<file path="config.mk">
export PLATFORM = sky130hd
export DESIGN_NAME = mem_port_arbiter
export DESIGN_NICKNAME = d
export VERILOG_FILES = /design/src/rtl/mem_port_arbiter.sv
export SDC_FILE = /design/constraint.sdc
export NUM_CORES = 1
export LEC_CHECK = 0
export ABC_CLOCK_PERIOD_IN_PS = 1300
export CAP_MARGIN = 40
export CORE_MARGIN = 3
export CORE_UTILIZATION = 36
export CTS_BUF_LIST = sky130_fd_sc_hd__clkbuf_8
export CTS_CLUSTER_DIAMETER = 100
export DETAILED_ROUTE_END_ITERATION = 8
export GPL_TIMING_DRIVEN = 0
export PLACE_DENSITY = 0.78
export SETUP_SLACK_MARGIN = 0.15
export SYNTH_ARGS = -nofsm -noshare
export SYNTH_HDL_FRONTEND = slang
export SYNTH_SLANG_ARGS = --single-unit
export TNS_END_PERCENT = 30
</file>
<file path="constraint.sdc">
create_clock -name clk -period 1.3 [get_ports clk]
set_input_delay 0.26 -clock clk [delete_from_list [all_inputs] [get_ports clk]]
set_output_delay 0.26 -clock clk [all_outputs]
set_load 0.01 [all_outputs]
</file>
<file path="src/rtl/mem_port_arbiter.sv">
// Two-port round-robin arbiter in front of a single-port synchronous memory.
// A port may lock the memory for read-modify-write; locks are force-released after LOCK_MAX cycles.
module mem_port_arbiter #(
    parameter int DATA_WIDTH = 8,
    parameter int ADDR_BITS  = 5,
    parameter int LOCK_MAX   = 8
) (
    input  logic                  clk,
    input  logic                  rst,
    input  logic                  req0,
    input  logic                  wen0,
    input  logic                  lock0,
    input  logic [ADDR_BITS-1:0]  addr0,
    input  logic [DATA_WIDTH-1:0] wdata0,
    output logic                  gnt0,
    output logic                  rvalid0,
    input  logic                  req1,
    input  logic                  wen1,
    input  logic                  lock1,
    input  logic [ADDR_BITS-1:0]  addr1,
    input  logic [DATA_WIDTH-1:0] wdata1,
    output logic                  gnt1,
    output logic                  rvalid1,
    output logic [DATA_WIDTH-1:0] rdata,
    output logic [ADDR_BITS-1:0]  mem_addr,
    output logic                  mem_wen,
    output logic [DATA_WIDTH-1:0] mem_din,
    input  logic [DATA_WIDTH-1:0] mem_dout,
    output logic                  lock_timeout
);

    localparam int CNT_W = $clog2(LOCK_MAX + 1);

    function automatic logic [CNT_W-1:0] sat_inc(input logic [CNT_W-1:0] v);
        if (v >= CNT_W'(LOCK_MAX)) begin
            return CNT_W'(LOCK_MAX);
        end
        return v + CNT_W'(1);
    endfunction

    logic                  last_q, last_d;
    logic                  lock_q, lock_d;
    logic                  owner_q, owner_d;
    logic [CNT_W-1:0]      cnt_q, cnt_d;

    logic [ADDR_BITS-1:0]  mem_addr_p1_q, mem_addr_p1_d;
    logic                  mem_wen_p1_q, mem_wen_p1_d;
    logic [DATA_WIDTH-1:0] mem_din_p1_q, mem_din_p1_d;
    logic                  vld_p1_q, vld_p1_d;
    logic                  port_p1_q, port_p1_d;
    logic                  vld0_p2_q, vld0_p2_d;
    logic                  vld1_p2_q, vld1_p2_d;

    logic                  gnt0_c, gnt1_c;
    logic                  xfer, win, timeout;
    logic                  w_wen, w_lock;
    logic [ADDR_BITS-1:0]  w_addr;
    logic [DATA_WIDTH-1:0] w_wdata;

    always_ff @(posedge clk or negedge rst) begin
        if (!rst) begin
            last_q        <= 1'b1;
            lock_q        <= 1'b0;
            owner_q       <= 1'b0;
            cnt_q         <= '0;
            mem_addr_p1_q <= '0;
            mem_wen_p1_q  <= 1'b0;
            mem_din_p1_q  <= '0;
            vld_p1_q      <= 1'b0;
            port_p1_q     <= 1'b0;
            vld0_p2_q     <= 1'b0;
            vld1_p2_q     <= 1'b0;
        end else begin
            last_q        <= last_d;
            lock_q        <= lock_d;
            owner_q       <= owner_d;
            cnt_q         <= cnt_d;
            mem_addr_p1_q <= mem_addr_p1_d;
            mem_wen_p1_q  <= mem_wen_p1_d;
            mem_din_p1_q  <= mem_din_p1_d;
            vld_p1_q      <= vld_p1_d;
            port_p1_q     <= port_p1_d;
            vld0_p2_q     <= vld0_p2_d;
            vld1_p2_q     <= vld1_p2_d;
        end
    end

    // Grants depend only on requests and registered arbiter state.
    always_comb begin
        gnt0_c = 1'b0;
        gnt1_c = 1'b0;
        if (lock_q) begin
            if (owner_q) gnt1_c = req1;
            else         gnt0_c = req0;
        end else if (req0 && req1) begin
            if (last_q) gnt0_c = 1'b1;
            else        gnt1_c = 1'b1;
        end else begin
            gnt0_c = req0;
            gnt1_c = req1;
        end
    end

    assign xfer    = gnt0_c | gnt1_c;
    assign win     = gnt1_c;
    assign w_wen   = win ? wen1   : wen0;
    assign w_lock  = win ? lock1  : lock0;
    assign w_addr  = win ? addr1  : addr0;
    assign w_wdata = win ? wdata1 : wdata0;
    assign timeout = lock_q && (cnt_q == CNT_W'(LOCK_MAX));

    // A forced release hands the next tie to the non-owner; an owner re-lock does not restart the count.
    always_comb begin
        last_d  = last_q;
        lock_d  = lock_q;
        owner_d = owner_q;
        cnt_d   = cnt_q;
        if (timeout) begin
            lock_d = 1'b0;
            cnt_d  = '0;
            last_d = owner_q;
        end else if (xfer) begin
            last_d = win;
            if (!lock_q) begin
                lock_d  = w_lock;
                owner_d = win;
                cnt_d   = '0;
            end else if (!w_lock) begin
                lock_d = 1'b0;
                cnt_d  = '0;
            end else begin
                cnt_d = sat_inc(cnt_q);
            end
        end else if (lock_q) begin
            cnt_d = sat_inc(cnt_q);
        end
    end

    // p1: memory request stage
    always_comb begin
        mem_addr_p1_d = mem_addr_p1_q;
        mem_din_p1_d  = mem_din_p1_q;
        mem_wen_p1_d  = 1'b0;
        vld_p1_d      = 1'b0;
        port_p1_d     = port_p1_q;
        if (xfer) begin
            mem_addr_p1_d = w_addr;
            mem_din_p1_d  = w_wdata;
            mem_wen_p1_d  = w_wen;
            vld_p1_d      = !w_wen;
            port_p1_d     = win;
        end
    end

    // p2: read return stage
    always_comb begin
        vld0_p2_d = vld_p1_q && !port_p1_q;
        vld1_p2_d = vld_p1_q && port_p1_q;
    end

    assign gnt0         = gnt0_c;
    assign gnt1         = gnt1_c;
    assign mem_addr     = mem_addr_p1_q;
    assign mem_wen      = mem_wen_p1_q;
    assign mem_din      = mem_din_p1_q;
    assign rvalid0      = vld0_p2_q;
    assign rvalid1      = vld1_p2_q;
    assign rdata        = mem_dout;
    assign lock_timeout = timeout;

endmodule

</file>
# --- After elaboration in Yosys (flattened, before gate mapping) ---
# Index checks and enable logic that the tools add are counted.
totals:
  elab_cells: 62
  ff_bits: 25
op_classes:
  bitwise: 3
  n_mux: 36
  n_reduce_logical: 9
  n_addsub: 1
  n_eq_ne: 1
  magnitude_cmp: 1
ops:
  columns: ["operator", "count"]
  rows:
  - ["4-bit two-way mux", 8]
  - ["1-bit two-way mux", 26]
  - ["8-bit two-way mux", 1]
  - ["5-bit two-way mux", 1]
  - ["4-bit by 1-bit adder with 4-bit output (second input constant)", 1]
  - ["4-bit equality test (second input constant)", 1]
  - ["4-bit >= comparator (second input constant)", 1]
  - ["1-bit logical AND", 4]
  - ["3-bit AND reduction", 1]
  - ["3-bit nonzero test", 1]
  - ["1-bit logical NOT", 2]
  - ["1-bit NOT", 2]
  - ["2-bit nonzero test", 1]
  - ["1-bit bitwise OR", 1]

# --- Longest topological paths before layout ---
depth:
  depth_word: 13
  mapped_depth: 6
  depth_no_buf: 6

# --- Worst setup path before layout ---
# OpenSTA, ideal clock, no wires.
synth_path:
  kind: "register to register"
  start: "reg lock_q"
  end: "reg mem_addr_p1_q[0], in the netlist mem_addr[0]"
  setup_slack_ps: -56
  setup_ps: 126
  synth_period_minus_slack_ps: 1356
  path_stages_with_launch: 7
  arrival_ps: 1231
  t_required_ps: 1174
  n_path_buf: 2
  path_cell_list: "dfrtp_1 > nand3b_1 > nand3_1 > buf_6 > buf_12 > mux2i_1 > a21oi_1"
synth_between:
  elab_chain_cells: 2
  word_cells_on_any_way: 4
  classes_between: "3 x mux; 1 x bitwise"
synth_lines:
  columns: ["element", "line_no", "rtl"]
  rows:
  - ["start: declaration", "42", "logic lock_q, lock_d;"]
  - ["start signal: assignment", "75", "lock_q <= lock_d;"]
  - ["1-bit two-way mux", "92", "if (lock_q) begin"]
  - ["5-bit two-way mux or 1-bit bitwise OR (tied branches)", "108, 104", null]
  - ["end signal: assignment", "78", "mem_addr_p1_q <= mem_addr_p1_d;"]
  - ["end: declaration", "46", "logic [ADDR_BITS-1:0] mem_addr_p1_q, mem_addr_p1_d;"]
# Several ways; a longest one is shown, not always the timed one.
# A chain may end at the register's enable or synchronous reset.

# --- Final worst setup path ---
layout_path:
  start: "reg last_q"
  end: "out gnt1"
layout_between:
  elab_chain_cells: 3
layout_lines:
  columns: ["element", "line_no", "rtl"]
  rows:
  - ["start: declaration", "41", "logic last_q, last_d;"]
  - ["start signal: assignment", "74", "last_q <= last_d;"]
  - ["1-bit two-way mux", "96", "if (last_q) gnt0_c = 1'b1;"]
  - ["1-bit two-way mux", "95", "end else if (req0 && req1) begin"]
  - ["1-bit two-way mux", "92", null]
  - ["end: declaration", "22", "output logic gnt1,"]
# Every way passes these cells.

==> results.sh <==
export IMPL_clock_path_buffers=2
export IMPL_p_int_w=0.00240
export IMPL_crit_chain="nand3b_1 > nand3_2 > buf_6 > buf_12 > inv_4 > buf_6"
export IMPL_crit_path_end_kind="output port"
export IMPL_startpoint_type="flip-flop"
export IMPL_max_freq_ghz=0.612
export IMPL_cp_slowest_cell="dfstp_2"
export IMPL_rsz0062_at_grt="yes"
export IMPL_clockPowerShare_pct=11.6
export IMPL_cts_tree="built"
export IMPL_combPwrFrac_pct=53.3
export IMPL_grt_ovfl_total=0
export IMPL_setup_violations=23
export IMPL_viasPerCell=4.88
export IMPL_ir_drop_uv=775
export IMPL_fp_dieH_um=65.5
export IMPL_cts_hold_buffers_added=0
export IMPL_fin_skew_ns=0.00237
export IMPL_gr_max_usage_layer="met2"
export IMPL_critPathArrivalTime_ns=1.37
export IMPL_port_buffers=60
export IMPL_regToRegSetupSlack_ns=-0.31
export IMPL_holdCritPathClass="in2async"
export IMPL_dp_cells=232
export IMPL_diodes=0
export IMPL_grt_antenna_before_repair=0
export IMPL_slew_headroom_pct=50.4
export IMPL_ff2ff_path_depth=5
export IMPL_critPathRequiredTime_ns=1.04
export IMPL_crit_type="reg2out"
export IMPL_syn_inst=127
export IMPL_synth_net_count=171
export IMPL_max_stage_delay_ns=0.55
export IMPL_cts_root_buffer="clkbuf_8"
export IMPL_power_leakage_nw=1.00
export IMPL_grt_util_met1_pct=19.6
export IMPL_fin_ws_ns=-0.334
export IMPL_postRouteWirelength_um=3640
export IMPL_firstDrtPassIters=4
export IMPL_clk_pin_slew_ns=0.08
export IMPL_hold_violations=0
export IMPL_postRouteAntennaNets=0
export IMPL_numCtsBuffers=3
export IMPL_crit_top_cell="buf_6"
export IMPL_die_w_um=65.5
export IMPL_syn_avg_cell_area_um2=10.0
export IMPL_wire_per_inst_um=14.5
export IMPL_synth_top_area_share_pct=47.2
export IMPL_grt_first_pass_wirelength_um=5540
export IMPL_ys_ff_latch=25
export IMPL_place_gp_congestion=0.853
export IMPL_synth_area_top_cells="dfrtp_1, mux2i_1, a21oi_1"
export IMPL_dp_hpwl_um=2480
export IMPL_pin_count=69
export IMPL_grt_max_degree=21
export IMPL_cts_max_level=1
export IMPL_regArea_um2=628
export IMPL_syn_to_final_growth_pct=63.4
export IMPL_core_area_mm2=0.00320
export IMPL_clk_latency_ns=0.26
export IMPL_drt_iter0_drc=39
export IMPL_maxCapViolations=0
export IMPL_seq_power_share_pct=35.2
export IMPL_synth_area_mm2=0.00127
export IMPL_seq_area_frac_synth_pct=49.2
export IMPL_place_ws_ns=-0.853
export IMPL_multi_input_area_um2=564
export IMPL_fin_crit_sh_pct=126
export IMPL_die_area_mm2=0.00429
export IMPL_core_rowCount=20
export IMPL_crit_fanout=2
export IMPL_vias=1221
export IMPL_switchingPower_w=0.00146
export IMPL_yosys_area_top_type="dfrtp_1"
export IMPL_drc=0
export IMPL_track_usage_pct=16.7
export IMPL_timing_rr_start="lock_q"
export IMPL_violations="setup timing"
export IMPL_layout_drive_gt1_share_pct=29.1
export IMPL_clock_sinks=25
export IMPL_start_util_pct=39.8
export IMPL_nets=251
export IMPL_worstMarginPinSlew_ns=0.738
export IMPL_ys_warn_count=0
export IMPL_layout_cells_non_filler=250
export IMPL_synth_distinct_cells=30
export IMPL_grt_util_met2_pct=31.0
export IMPL_sw_frac_of_total_pct=37.9
export IMPL_min_period_ns=1.63
export IMPL_fillers=268
export IMPL_slew_violations=0
export IMPL_grt_pass1_vias=1206
export IMPL_worstSetupStartpoint="last_q"
export IMPL_grt_util_met3_pct=2.74
export IMPL_outcome="complete, but fails checks"
export IMPL_p_per_area_mw_per_mm2=1850
[worst paths after layout]
check	endpoint
setup / recovery	gnt1
hold / removal	cnt_q[2]
setup reg to reg	cnt_q[3]
hold reg to reg	rvalid0
max in group asynchronous	lock_q
min in group clk	rvalid0
[worst max-delay path: cells and delay by family (launching register included)]
kind	cells	cell delay (ns)
DFF	1	0.55
and+or+nand+nor	2	0.23
buffers and inverters	4	0.34
[cell usage in the layout (no fill, tap or decap), types with 3 or more instances in the layout]
| cell | n |
|---|---|
| a21oi_1 | 13 |
| buf_2 | 12 |
| buf_4 | 22 |
| buf_6 | 4 |
| clkbuf_2 | 5 |
| clkbuf_8 | 3 |
| clkdlybuf4s50_1 | 39 |
| dfrtp_1 | 23 |
| inv_1 | 7 |
| mux2i_1 | 14 |
| nand2_1 | 9 |
| nor2_1 | 16 |
| o41ai_1 | 3 |
[through the flow]
stage	util, %	hold WS (ns)	instance area [um^2]	power (W)	setup TNS, ns
floorplan	-	-0.0356	1270	0.00235	-0.331
global placement	60.2	0.428	1930	0.00314	-19.26
detailed placement	60.7	0.445	1940	0.00323	-13.45
CTS	65.7	0.255	2100	0.00387	-4.93
global route	65.0	0.268	2080	0.00412	-6.74
finish	65.0	0.248	2080	0.00386	-5.13
[Yosys cell counts (all sizes together)]
cell / n
a211oi: 1
nand3b: 1
nand2: 11
nand3: 2
a32o: 1
o21bai: 1
o311ai: 1
nor2: 16
nor3: 3
and2: 2
nand2b: 2
xnor2: 1
clkbuf: 1
mux2i: 15
ha: 2
nor2b: 2
buf: 12
o41ai: 3
a31oi: 2
a21oi: 13
dfstp: 1
inv: 8
a22oi: 1
dfrtp: 24
o22ai: 1
[cell families after synthesis]
group | synth area share (%)
AOI/OAI and AO/OA | 11.9
adders and majority gates | 1.96
muxes | 11.8
DFF | 49.2
xor gates and xnor gates | 0.688
and+or+nand+nor | 13.9
buffers and inverters | 10.6
[power by group through the flow]
stage | Sequential (W) | Combinational, W | Clock [W]
3_5_place_dp | 0.00140 | 0.00182 | 0
2_1_floorplan | 0.00146 | 0.000887 | 0
6_report | 0.00136 | 0.00205 | 0.000446
3_3_place_gp | 0.00137 | 0.00177 | 0
4_1_cts | 0.00135 | 0.00206 | 0.000460
5_1_grt | 0.00140 | 0.00224 | 0.000481
[area by class of cell]
class | instances | share of cell area (%)
buffer | 13 | 5.65
clock buffer | 3 | 1.98
clock inverter | 1 | 0.180
inverter | 8 | 1.56
multi-input combinational | 81 | 27.1
sequential | 25 | 30.2
tap | 44 | 2.65
timing repair buffer | 75 | 30.7
[flip-flops by register name, indices dropped and copies added, names as in the netlist]
name / flops
cnt_q: 4
owner_q: 1
vld_p1_q: 1
mem_addr: 5
last_q: 1
rvalid1: 1
mem_din: 8
rvalid0: 1
lock_q: 1
port_p1_q: 1
mem_wen: 1
[routing by layer]
metal  part of all wire, %  vias up
met1                    39      565
li1                      -      581
met4                   1.8        0
met5                     0        -
met2                    50       69
met3                   8.6        6
[timing repair]
item | in CTS | in global routing
pin swaps | 3 | 2
setup endpoints to repair | 41 | 35
gates resized for setup | 72 | 18
buffers inserted | 14 | 0
(Power assumes the default switching activity.)
